<file path="src/rtl/cmult_rr_scheduler_if.sv">
// Requester, multiplier and result signals of the shared complex-multiplier scheduler.
// The slave modport is the scheduler; the master modport is its environment.
interface cmult_rr_scheduler_if #(
  parameter int WIDTH_R_I = 16,
  parameter int NUM_REQ   = 3
);
  localparam int OPW  = 2 * WIDTH_R_I;
  localparam int ID_W = $clog2(NUM_REQ);

  logic [NUM_REQ-1:0]     req_valid;
  logic [NUM_REQ*OPW-1:0] req_a;
  logic [NUM_REQ*OPW-1:0] req_b;
  logic [NUM_REQ-1:0]     req_ready;
  logic [OPW-1:0]         mult_a;
  logic [OPW-1:0]         mult_b;
  logic                   mult_en;
  logic [2*OPW-1:0]       mult_out;
  logic                   res_valid;
  logic                   res_ready;
  logic [2*OPW-1:0]       res_data;
  logic [ID_W-1:0]        res_id;

  modport slave (
    input  req_valid, req_a, req_b, mult_out, res_ready,
    output req_ready, mult_a, mult_b, mult_en, res_valid, res_data, res_id
  );

  modport master (
    output req_valid, req_a, req_b, mult_out, res_ready,
    input  req_ready, mult_a, mult_b, mult_en, res_valid, res_data, res_id
  );
endinterface

</file>
<file path="src/rtl/cmult_rr_scheduler.sv">
// Round-robin scheduler sharing one combinational complex multiplier among NUM_REQ
// requesters, with bounded burst ownership and a one-entry registered result stage.
module cmult_rr_scheduler #(
  parameter int WIDTH_R_I = 16,
  parameter int NUM_REQ   = 3,
  parameter int MAX_BURST = 4
) (
  input  logic                clk,
  input  logic                rst,
  cmult_rr_scheduler_if.slave bus
);
  localparam int OPW   = 2 * WIDTH_R_I;
  localparam int ID_W  = $clog2(NUM_REQ);
  localparam int CNT_W = $clog2(MAX_BURST + 1);

  logic               owner_vld_r;
  logic [ID_W-1:0]    owner_r;
  logic [CNT_W-1:0]   burst_cnt_r;
  logic [ID_W-1:0]    rr_ptr_r;
  logic               res_valid_r;
  logic [2*OPW-1:0]   res_data_r;
  logic [ID_W-1:0]    res_id_r;

  logic               keep_owner_s;
  logic               release_s;
  logic               grant_vld_s;
  logic [ID_W-1:0]    grant_s;
  logic [ID_W-1:0]    start_s;
  logic               space_s;
  logic               accept_s;
  logic [CNT_W-1:0]   cnt_next_s;
  logic [NUM_REQ-1:0] ready_s;
  logic [OPW-1:0]     mult_a_s;
  logic [OPW-1:0]     mult_b_s;

  function automatic logic [ID_W-1:0] wrap_inc(input logic [ID_W-1:0] x);
    logic [ID_W-1:0] y;
    if (x == ID_W'(NUM_REQ - 1)) begin
      y = ID_W'(0);
    end else begin
      y = x + ID_W'(1);
    end
    return y;
  endfunction

  // Grant selection: a still-valid owner keeps the grant, otherwise search round-robin
  always_comb begin
    logic [ID_W-1:0] idx;
    logic            hit;
    idx          = ID_W'(0);
    hit          = 1'b0;
    keep_owner_s = owner_vld_r && bus.req_valid[owner_r];
    release_s    = owner_vld_r && !bus.req_valid[owner_r];
    start_s      = owner_vld_r ? wrap_inc(owner_r) : rr_ptr_r;
    grant_vld_s  = keep_owner_s;
    grant_s      = keep_owner_s ? owner_r : ID_W'(0);
    for (int k = 0; k < NUM_REQ; k++) begin
      idx         = ID_W'((int'(start_s) + k) % NUM_REQ);
      hit         = !grant_vld_s && bus.req_valid[idx];
      grant_s     = hit ? idx : grant_s;
      grant_vld_s = grant_vld_s | hit;
    end
  end

  // Handshake, multiplier operand drive and next burst count
  always_comb begin
    space_s    = !res_valid_r || bus.res_ready;
    accept_s   = grant_vld_s && space_s && !rst;
    ready_s    = {NUM_REQ{1'b0}};
    mult_a_s   = {OPW{1'b0}};
    mult_b_s   = {OPW{1'b0}};
    cnt_next_s = keep_owner_s ? (burst_cnt_r + CNT_W'(1)) : CNT_W'(1);
    if (accept_s) begin
      ready_s[grant_s] = 1'b1;
      mult_a_s         = bus.req_a[int'(grant_s)*OPW +: OPW];
      mult_b_s         = bus.req_b[int'(grant_s)*OPW +: OPW];
    end else begin
      ready_s  = {NUM_REQ{1'b0}};
      mult_a_s = {OPW{1'b0}};
      mult_b_s = {OPW{1'b0}};
    end
  end

  // Ownership, burst count and round-robin pointer; a stall leaves all three untouched
  always_ff @(posedge clk) begin
    if (rst) begin
      owner_vld_r <= 1'b0;
      owner_r     <= ID_W'(0);
      burst_cnt_r <= CNT_W'(0);
      rr_ptr_r    <= ID_W'(0);
    end else if (accept_s) begin
      owner_r     <= grant_s;
      burst_cnt_r <= cnt_next_s;
      if (cnt_next_s == CNT_W'(MAX_BURST)) begin
        owner_vld_r <= 1'b0;
        rr_ptr_r    <= wrap_inc(grant_s);
      end else begin
        owner_vld_r <= 1'b1;
        if (release_s) begin
          rr_ptr_r <= wrap_inc(owner_r);
        end
      end
    end else if (release_s) begin
      owner_vld_r <= 1'b0;
      rr_ptr_r    <= wrap_inc(owner_r);
    end
  end

  // One-entry result stage holding the product and the issuing requester
  always_ff @(posedge clk) begin
    if (rst) begin
      res_valid_r <= 1'b0;
      res_data_r  <= {(2*OPW){1'b0}};
      res_id_r    <= ID_W'(0);
    end else if (accept_s) begin
      res_valid_r <= 1'b1;
      res_data_r  <= bus.mult_out;
      res_id_r    <= grant_s;
    end else if (bus.res_ready) begin
      res_valid_r <= 1'b0;
    end
  end

  assign bus.req_ready = ready_s;
  assign bus.mult_a    = mult_a_s;
  assign bus.mult_b    = mult_b_s;
  assign bus.mult_en   = accept_s;
  assign bus.res_valid = res_valid_r;
  assign bus.res_data  = res_data_r;
  assign bus.res_id    = res_id_r;
endmodule

</file>
<file path="src/flat_wrapper.sv">
// flat-port wrapper written by rule: the top's interface ports become plain ports
module cmult_rr_scheduler_flat 
#(
  parameter int WIDTH_R_I = 16,
  parameter int NUM_REQ   = 3,
  parameter int MAX_BURST = 4
)
  (clk, rst, bus_req_valid, bus_req_a, bus_req_b, bus_mult_out, bus_res_ready, bus_req_ready, bus_mult_a, bus_mult_b, bus_mult_en, bus_res_valid, bus_res_data, bus_res_id);
  cmult_rr_scheduler_if #(.WIDTH_R_I(WIDTH_R_I), .NUM_REQ(NUM_REQ)) bus_i ();
  input  logic clk;
  input  logic rst;
  input wire logic [$bits(bus_i.req_valid)-1:0] bus_req_valid;
  input wire logic [$bits(bus_i.req_a)-1:0] bus_req_a;
  input wire logic [$bits(bus_i.req_b)-1:0] bus_req_b;
  input wire logic [$bits(bus_i.mult_out)-1:0] bus_mult_out;
  input wire logic [$bits(bus_i.res_ready)-1:0] bus_res_ready;
  output wire logic [$bits(bus_i.req_ready)-1:0] bus_req_ready;
  output wire logic [$bits(bus_i.mult_a)-1:0] bus_mult_a;
  output wire logic [$bits(bus_i.mult_b)-1:0] bus_mult_b;
  output wire logic [$bits(bus_i.mult_en)-1:0] bus_mult_en;
  output wire logic [$bits(bus_i.res_valid)-1:0] bus_res_valid;
  output wire logic [$bits(bus_i.res_data)-1:0] bus_res_data;
  output wire logic [$bits(bus_i.res_id)-1:0] bus_res_id;
  assign bus_i.req_valid = bus_req_valid;
  assign bus_i.req_a = bus_req_a;
  assign bus_i.req_b = bus_req_b;
  assign bus_i.mult_out = bus_mult_out;
  assign bus_i.res_ready = bus_res_ready;
  assign bus_req_ready = bus_i.req_ready;
  assign bus_mult_a = bus_i.mult_a;
  assign bus_mult_b = bus_i.mult_b;
  assign bus_mult_en = bus_i.mult_en;
  assign bus_res_valid = bus_i.res_valid;
  assign bus_res_data = bus_i.res_data;
  assign bus_res_id = bus_i.res_id;
  cmult_rr_scheduler #(.WIDTH_R_I(WIDTH_R_I), .NUM_REQ(NUM_REQ), .MAX_BURST(MAX_BURST)) u_core (.clk(clk), .rst(rst), .bus(bus_i));
endmodule
</file>
<file path="config.mk">
export PLATFORM = sky130hd
export DESIGN_NAME = cmult_rr_scheduler_flat
export DESIGN_NICKNAME = d
export VERILOG_FILES = /design/src/rtl/cmult_rr_scheduler_if.sv /design/src/rtl/cmult_rr_scheduler.sv /design/src/flat_wrapper.sv
export SDC_FILE = /design/constraint.sdc
export NUM_CORES = 1
export LEC_CHECK = 0
export ABC_CLOCK_PERIOD_IN_PS = 3530
export BUFFER_PORTS_ARGS = -buffer_cell sky130_fd_sc_hd__buf_2
export CORE_AREA = 2 2 156 158
export CTS_CLUSTER_DIAMETER = 100
export DETAILED_ROUTE_END_ITERATION = 12
export DIE_AREA = 0 0 158 160
export PLACE_DENSITY = 0.49
export SLEW_MARGIN = 10
export SYNTH_ARGS = -nofsm -noshare
export SYNTH_HDL_FRONTEND = slang
export SYNTH_SLANG_ARGS = --single-unit
</file>
<file path="constraint.sdc">
create_clock -name clk -period 3.53 [get_ports clk]
set_input_delay 0.5295 -clock clk [delete_from_list [all_inputs] [get_ports clk]]
set_output_delay 0.5295 -clock clk [all_outputs]
set_load 0.05 [all_outputs]
</file>
==> metrics.csv, run 1 <==
stage,metric,value,unit
sta,period utilization,99.9,%
route,Final ANT Viol Nets,0,
setup_path,Arrival @ worst endpoint,3.00,ns
global_route,initial antenna violation count,3,
sta,clk_skew,0.00635,ns
power,Total Power,10.3,mW
synth,predominant post-synthesis flop cell,dfxtp_1,
synth,simple-gate share of the synthesized area,23.7,%
placement,I/O Buffers,396,
cts,clk buf depth,2,
global_route,vias in the first global route,6130,
sta,final slew viol count,0,
synth,Synth Area in XOR/XNOR,0.576,%
flow_run,MaxCap Viol Count,0,
sta,max_slew headroom,44.8,%
outcome,status,"complete, no violations",
sta,Final Hold Viols,0,
synth,Async SR Flop Fraction,0,%
setup_path,"slowest stage cell, crit path",a311o_1,
synth,#FFs+latches synth,73,
cts,clock transition at the registers of the reported paths,0.06,ns
power,pwr dens,1130,nW/um^2
sta,RSZ-0062 raised after global routing,true,
power,P_int,4.64,mW
setup_path,CP Data Required Time,3.00,ns
cts,CTS tree,yes,
setup_path,worst-path cell chain,buf_6 -> nand3b_1 -> nand2_2 -> ha_4 -> nand2b_4 -> o2111ai_4 -> a311o_1 -> a21o_1 -> and2_4 -> buf_12 -> a221oi_4 -> buf_6,
synth,cell area after synthesis,4560,sq um
die,die area,25300,sq um
power,Clk pwr share,10.3,%
finish,layout cells sized above 1,56.2,%
global_route,grt ovf,0,
placement,Final HPWL DP,17700,um
route,drt via density,4.70,
synth,Synth cell types,48,
cts,clock sinks,73,
power,maximum VDD drop,0.467,mV
finish,"commonest non-fill, non-tap cell in the layout",buf_2,
placement,gpl congestion,0.779,
finish,area growth from synthesis to layout,101,%
power,Sw Share,55.1,%
power,Leak,4.02,nW
setup_path,Crit Path Category,flip-flop to output pin,
die,number of top-level pins,397,
power,Comb power frac,78.6,%
sta,final setup fails,0,
synth,largest family of logic cells by synthesized area,compound AO/OA/AOI/OAI gates,
synth,syn_nets,893,
sta,Fmax,0.284,GHz
min_path,Hold Path Class,input port to flip-flop,
synth,Yosys Warn Count,0,
synth,Post-Synthesis Cells,629,
sta,final setup TNS,0,ns
route,DRC violations left,0,
die,Core Region,23800,sq um
setup_path,crit path capture type,output pin,
setup_path,CP startpoint kind,flip-flop,
route,Initial DRT Pass Iterations,5,
die,die width,158,um
route,drt initial violations,369,
route,Avg WL per Cell,17.6,um
synth,sequential element share of the synthesized area,32.0,%
cts,worst skew pair latency,0.33,ns
cts,CTS Buf Count,9,
global_route,GRT Total Usage,17.3,%
power,Flop pwr share,11.0,%
finish,most frequent cells in the layout,"buf_2, nand2_1, dfxtp_1, a21oi_1, buf_6",
global_route,largest net degree at the start of global routing,74,
synth,compound-cell area share of the yosys netlist,32.5,%
synth,Post-Synth Adder-Cell Area,0.548,%
die,row cnt,57,
setup_path,worst-path maximum fanout,8,
synth,syn_area_per_cell,7.25,sq um
route,vias,6382,
route,routed wire length,24000,um
setup_path,"slowest stage delay, CP",0.44,ns
cts,H-tree level count,3,
finish,nets@finish,1292,
setup_path,CP dominant cell by count,buf_6,
power,NetSw,5.68,mW
synth,number of enable flip-flop cells after synthesis,0,
global_route,wire length of the first global-routing pass,34400,um
die,chip height,160,um
synth,multiplexer share of the synthesized area,3.87,%
sta,Tightest Pin Transition,0.829,ns
cts,hold-fix buffers at CTS,0,
cts,Root Driver,clkbuf_16,
die,Initial Util,19.2,%
sta,Final Critical Period,3.52,ns
## flip-flops by register name, indices dropped and copies added, names as in the netlist
signal,flops
u_core.rr_ptr_r,2
u_core.bus.res_valid,1
u_core.burst_cnt_r,3
u_core.bus.res_data,64
u_core.owner_vld_r,1
u_core.owner_r,2
## synth_stat cells, drive strengths merged (2+ instances only)
library cell,n,area [sq um]
a211oi,3,22.5
a21o,4,30.0
a21oi,119,596
a221oi,14,123
a32oi,51,465
and2,3,18.8
and3,3,18.8
buf,24,135
clkbuf,42,158
dfxtp,73,1460
ha,2,25.0
inv,5,18.8
mux2,2,26.3
mux2i,15,150
nand2,142,533
nand2b,5,31.3
nand3,53,265
nand3b,3,22.5
nor2,21,78.8
nor2b,3,18.8
nor3,5,25.0
nor3b,4,41.3
o2111ai,3,43.8
o211a,2,20.0
o211ai,4,30.0
o21ai,4,20.0
o21bai,2,15.0
o31ai,3,22.5
xnor2,2,17.5
## logic make-up (layout without fill, tap and decap cells)
logic type,Yosys count,count (layout)
adder cells (fa/ha/maj),2,2
other,0,2
buffers and inverters,71,474
multiplexers,17,17
XOR/XNOR,3,3
AND/OR/NAND/NOR,246,246
AO/OA/AOI/OAI,217,217
flip-flops,73,73
## worst max-delay path: cells and delay by family (launching register included)
family	cells	cell delay, ns
AO/OA/AOI/OAI	4	1.07
adder cells (fa/ha/maj)	1	0.27
buffers and inverters	3	0.48
flip-flops	1	0.34
AND/OR/NAND/NOR	4	0.50
## final timing paths
| path | startpoint | to | slack (ns) | cells after the start |
|---|---|---|---|---|
| max | u_core.owner_vld_r | bus_mult_b[15] | 0.005 | 12 |
| min | bus_mult_out[49] | u_core.bus.res_data[49] | 0.43 | 3 |
| max reg2reg | u_core.owner_vld_r | u_core.bus.res_data[48] | 0.83 | 10 |
| min reg2reg | u_core.bus.res_data[21] | u_core.bus.res_data[21] | 0.45 | 2 |
## power by group through the flow
stage | Sequential [mW] | Combinational, mW | Clock, mW
after detailed placement | 1.15 | 7.11 | 0
after floorplan | 1.77 | 4.58 | 0
final | 1.14 | 8.11 | 1.07
after CTS | 1.14 | 7.55 | 1.10
after global placement | 1.14 | 7.10 | 0
after global routing | 1.16 | 8.54 | 1.13
## final cells by class
cell class,count,area (sq um)
fill,2505,14700
multi-input combinational,485,3810
timing repair buffer,454,3110
sequential,73,1470
tap,324,405
clock buffer,9,225
clock inverter,6,116
inverter,5,18.8
antenna,2,5.00
## repair_timing
item	in CTS	in global routing
gates cloned	2	2
pin swaps	6	20
setup buffers	2	5
endpoints found under the setup margin	66	66
gates resized for setup	66	131
## stage by stage
stage | util (%) | worst slack, ns | area, sq um | std cells | hold WS, ns
global route | 38.5 | -0.132 | 9160 | 1357 | 0.428
finish | 38.5 | 0.00504 | 9170 | 1358 | 0.433
floorplan | - | -0.0687 | 5390 | 629 | 0.458
CTS | 36.4 | -0.0282 | 8670 | 1349 | 0.417
detailed placement | 33.6 | 0.0868 | 8010 | 1330 | 0.443
global placement | 33.6 | 0.132 | 8010 | 1330 | 0.439
## per-layer routing
metal	share of wire (%)	vias up	global-route usage, %
met5	0.054	-	0
met4	1.9	2	4.87
met3	8.1	29	4.50
met2	51	273	31.1
met1	39	2975	20.1
li1	-	3103	-
(Power assumes the default switching activity.)
==> run 2: changes to the inputs <==
--- a/config.mk
+++ b/config.mk
@@ -7,11 +7,11 @@
 export LEC_CHECK = 0
 export ABC_CLOCK_PERIOD_IN_PS = 3530
 export BUFFER_PORTS_ARGS = -buffer_cell sky130_fd_sc_hd__buf_2
-export CORE_AREA = 2 2 156 158
+export CORE_AREA = 2 2 153 155
 export CTS_CLUSTER_DIAMETER = 100
 export DETAILED_ROUTE_END_ITERATION = 12
-export DIE_AREA = 0 0 158 160
-export PLACE_DENSITY = 0.49
+export DIE_AREA = 0 0 155 157
+export PLACE_DENSITY = 0.5
 export SLEW_MARGIN = 10
 export SYNTH_ARGS = -nofsm -noshare
 export SYNTH_HDL_FRONTEND = slang
==> run 2 against run 1 <==
Net effect: the run now ends with negative setup slack left; non-clock buffer count up 23; global-route usage up 1.9 points; sequential cell count unchanged; register-to-register slack worse by 0.10 ns; final cell count down 1.2%; clock skew up 0.0010 ns; critical path type unchanged.
==> metrics.csv, run 2 (synthesis gave the netlist of run 1 again) <==
stage,metric,value,unit
setup_path,CP Data Required Time,3.00,ns
cts,Root Driver,clkbuf_16,
finish,layout cells sized above 1,59.7,%
sta,final slew viol count,0,
global_route,initial antenna violation count,3,
route,routed wire length,25900,um
finish,Final Instance Area,9480,sq um
outcome,status,"finished, violations left",
finish,"commonest non-fill, non-tap cell in the layout",buf_2,
sta,Final Critical Period,3.55,ns
finish,most frequent cells in the layout,"buf_2, nand2_1, buf_4, a21oi_1, dfxtp_1",
min_path,hold path cells,3,
cts,worst skew pair latency,0.33,ns
power,Clk pwr share,8.8,%
cts,clock sinks,73,
die,number of top-level pins,397,
sta,RSZ-0062 raised after global routing,true,
route,drt via density,4.89,
cts,CTS Buf Count,9,
power,pwr dens,1130,nW/um^2
setup_path,reg2reg start,u_core.owner_r[1],
route,DRC violations left,0,
setup_path,worst-path maximum fanout,13,
power,maximum VDD drop,0.451,mV
finish,Finished Layout Cells,1342,
finish,nets@finish,1315,
power,Sw Share,55.3,%
route,vias,6569,
power,Total Power,10.7,mW
sta,worst path setup slack after routing,-0.0244,ns
sta,period utilization,101,%
die,Core Region,22500,sq um
cts,clock transition at the registers of the reported paths,0.06,ns
placement,Placed Cells,1291,
setup_path,crit path capture type,output pin,
min_path,end of the worst hold path,u_core.bus.res_data[36],
sta,Fmax,0.281,GHz
setup_path,Crit Path Category,flip-flop to output pin,
outcome,failing checks,negative setup slack,
min_path,Hold Path Class,input port to flip-flop,
power,Leak,4.17,nW
power,NetSw,5.94,mW
global_route,largest net degree at the start of global routing,74,
finish,area growth from synthesis to layout,108,%
cts,hold-fix buffers at CTS,0,
placement,placed cell areas,8010,sq um
die,Initial Util,20.3,%
flow_run,MaxCap Viol Count,0,
sta,clk_skew,0.00736,ns
min_path,Hold Crit Start,bus_mult_out[36],
die,row cnt,55,
die,chip height,157,um
route,Avg WL per Cell,19.3,um
die,die width,155,um
global_route,vias in the first global route,6467,
sta,final setup fails,10,
sta,Hold WS,0.427,ns
setup_path,CP startpoint kind,flip-flop,
sta,final setup TNS,-0.111,ns
global_route,wire length of the first global-routing pass,36700,um
global_route,grt ovf,0,
route,Final ANT Viol Nets,0,
power,P_int,4.79,mW
placement,pre-CTS setup slack,0.131,ns
route,Initial DRT Pass Iterations,5,
power,Flop pwr share,10.7,%
setup_path,R2R setup slack,0.73,ns
placement,Final HPWL DP,18600,um
global_route,GRT Total Usage,19.3,%
sta,Final Hold Viols,0,
setup_path,Worst Reg-to-Reg Cells,10,
sta,max_slew headroom,45.4,%
placement,gpl congestion,0.841,
die,die area,24300,sq um
cts,clk buf depth,2,
cts,H-tree level count,3,
route,drt initial violations,410,
setup_path,worst reg2reg endpoint,u_core.bus.res_data[57],
setup_path,Arrival @ worst endpoint,3.02,ns
finish,post-layout util,42.1,%
cts,CTS tree,yes,
placement,I/O Buffers,396,
sta,Tightest Pin Transition,0.819,ns
finish,max reg flops,64,
power,Comb power frac,80.6,%
-- run 2: cell count changes in the layout (fill, tap and decap cells not counted), moves of 3 or more --
cell / previous run / this run
a32oi_1: 33 / 11
a32oi_2: 17 / 39
buf_16: 1 / 7
buf_4: 39 / 70
buf_6: 60 / 38
buf_8: 4 / 7
clkbuf_4: 0 / 4
mux2i_1: 14 / 10
mux2i_2: 1 / 4
nand3_1: 52 / 49
nand3_2: 0 / 3
-- run 2: critical path: stages (launching register included) --
cell,delay [ns]
dfxtp_4,0.37
nor3b_4,0.20
nor2_1,0.06
ha_1,0.30
nand2b_4,0.15
o2111ai_4,0.10
o211ai_1,0.14
a41o_2,0.36
buf_12,0.17
buf_12,0.16
mux2i_2,0.17
a221oi_4,0.30
buf_6,0.20
-- run 2: power groups by stage --
stage | Clock (mW) | Combinational (mW) | Sequential (mW)
finish | 0.940 | 8.64 | 1.15
global route | 1.01 | 9.06 | 1.17
CTS | 0.977 | 8.16 | 1.15
detailed placement | 0 | 7.23 | 1.17
global placement | 0 | 7.21 | 1.16
floorplan | 0 | 4.58 | 1.77
-- run 2: per-layer routing --
metal | up-vias | part of all wire [%] | routed length (um) | global-route usage (%)
met3 | 34 | 8.5 | 2200 | 5.51
met5 | - | 0.10 | 27 | 0
met4 | 4 | 1.4 | 367 | 4.63
li1 | 3162 | - | - | -
met1 | 3067 | 38 | 9940 | 22.0
met2 | 302 | 52 | 13400 | 35.3
-- run 2: worst max path at each step --
stage                           start              to  slack [ns]  cells after the start
finish              u_core.owner_r[1]  bus_mult_b[15]       -0.02                     12
global route        u_core.owner_r[1]  bus_mult_b[31]       -0.18                     13
CTS                 u_core.owner_r[1]  bus_mult_b[31]       -0.05                     13
detailed placement   bus_req_valid[0]  bus_mult_b[15]        0.13                      9
global placement     bus_req_valid[0]  bus_mult_a[16]        0.16                      9
floorplan           u_core.owner_r[1]  bus_mult_a[14]       -0.07                     11
-- run 2: what timing repair did --
item / CTS / global route
pin swaps: 17 / 6
setup buffers: 24 / 6
resized for setup: 130 / 53
setup endpoints to repair: 67 / 67
gates cloned: 2 / 2
-- run 2: cell type report --
| cell class | count | area [sq um] |
|---|---|---|
| Antenna cell | 1 | 2.50 |
| Multi-Input combinational cell | 485 | 3990 |
| Clock buffer | 9 | 225 |
| Inverter | 5 | 18.8 |
| Clock inverter | 7 | 77.6 |
| Sequential cell | 73 | 1470 |
| Timing Repair Buffer | 477 | 3330 |
| Tap cell | 285 | 357 |
| Fill cell | 2290 | 13000 |
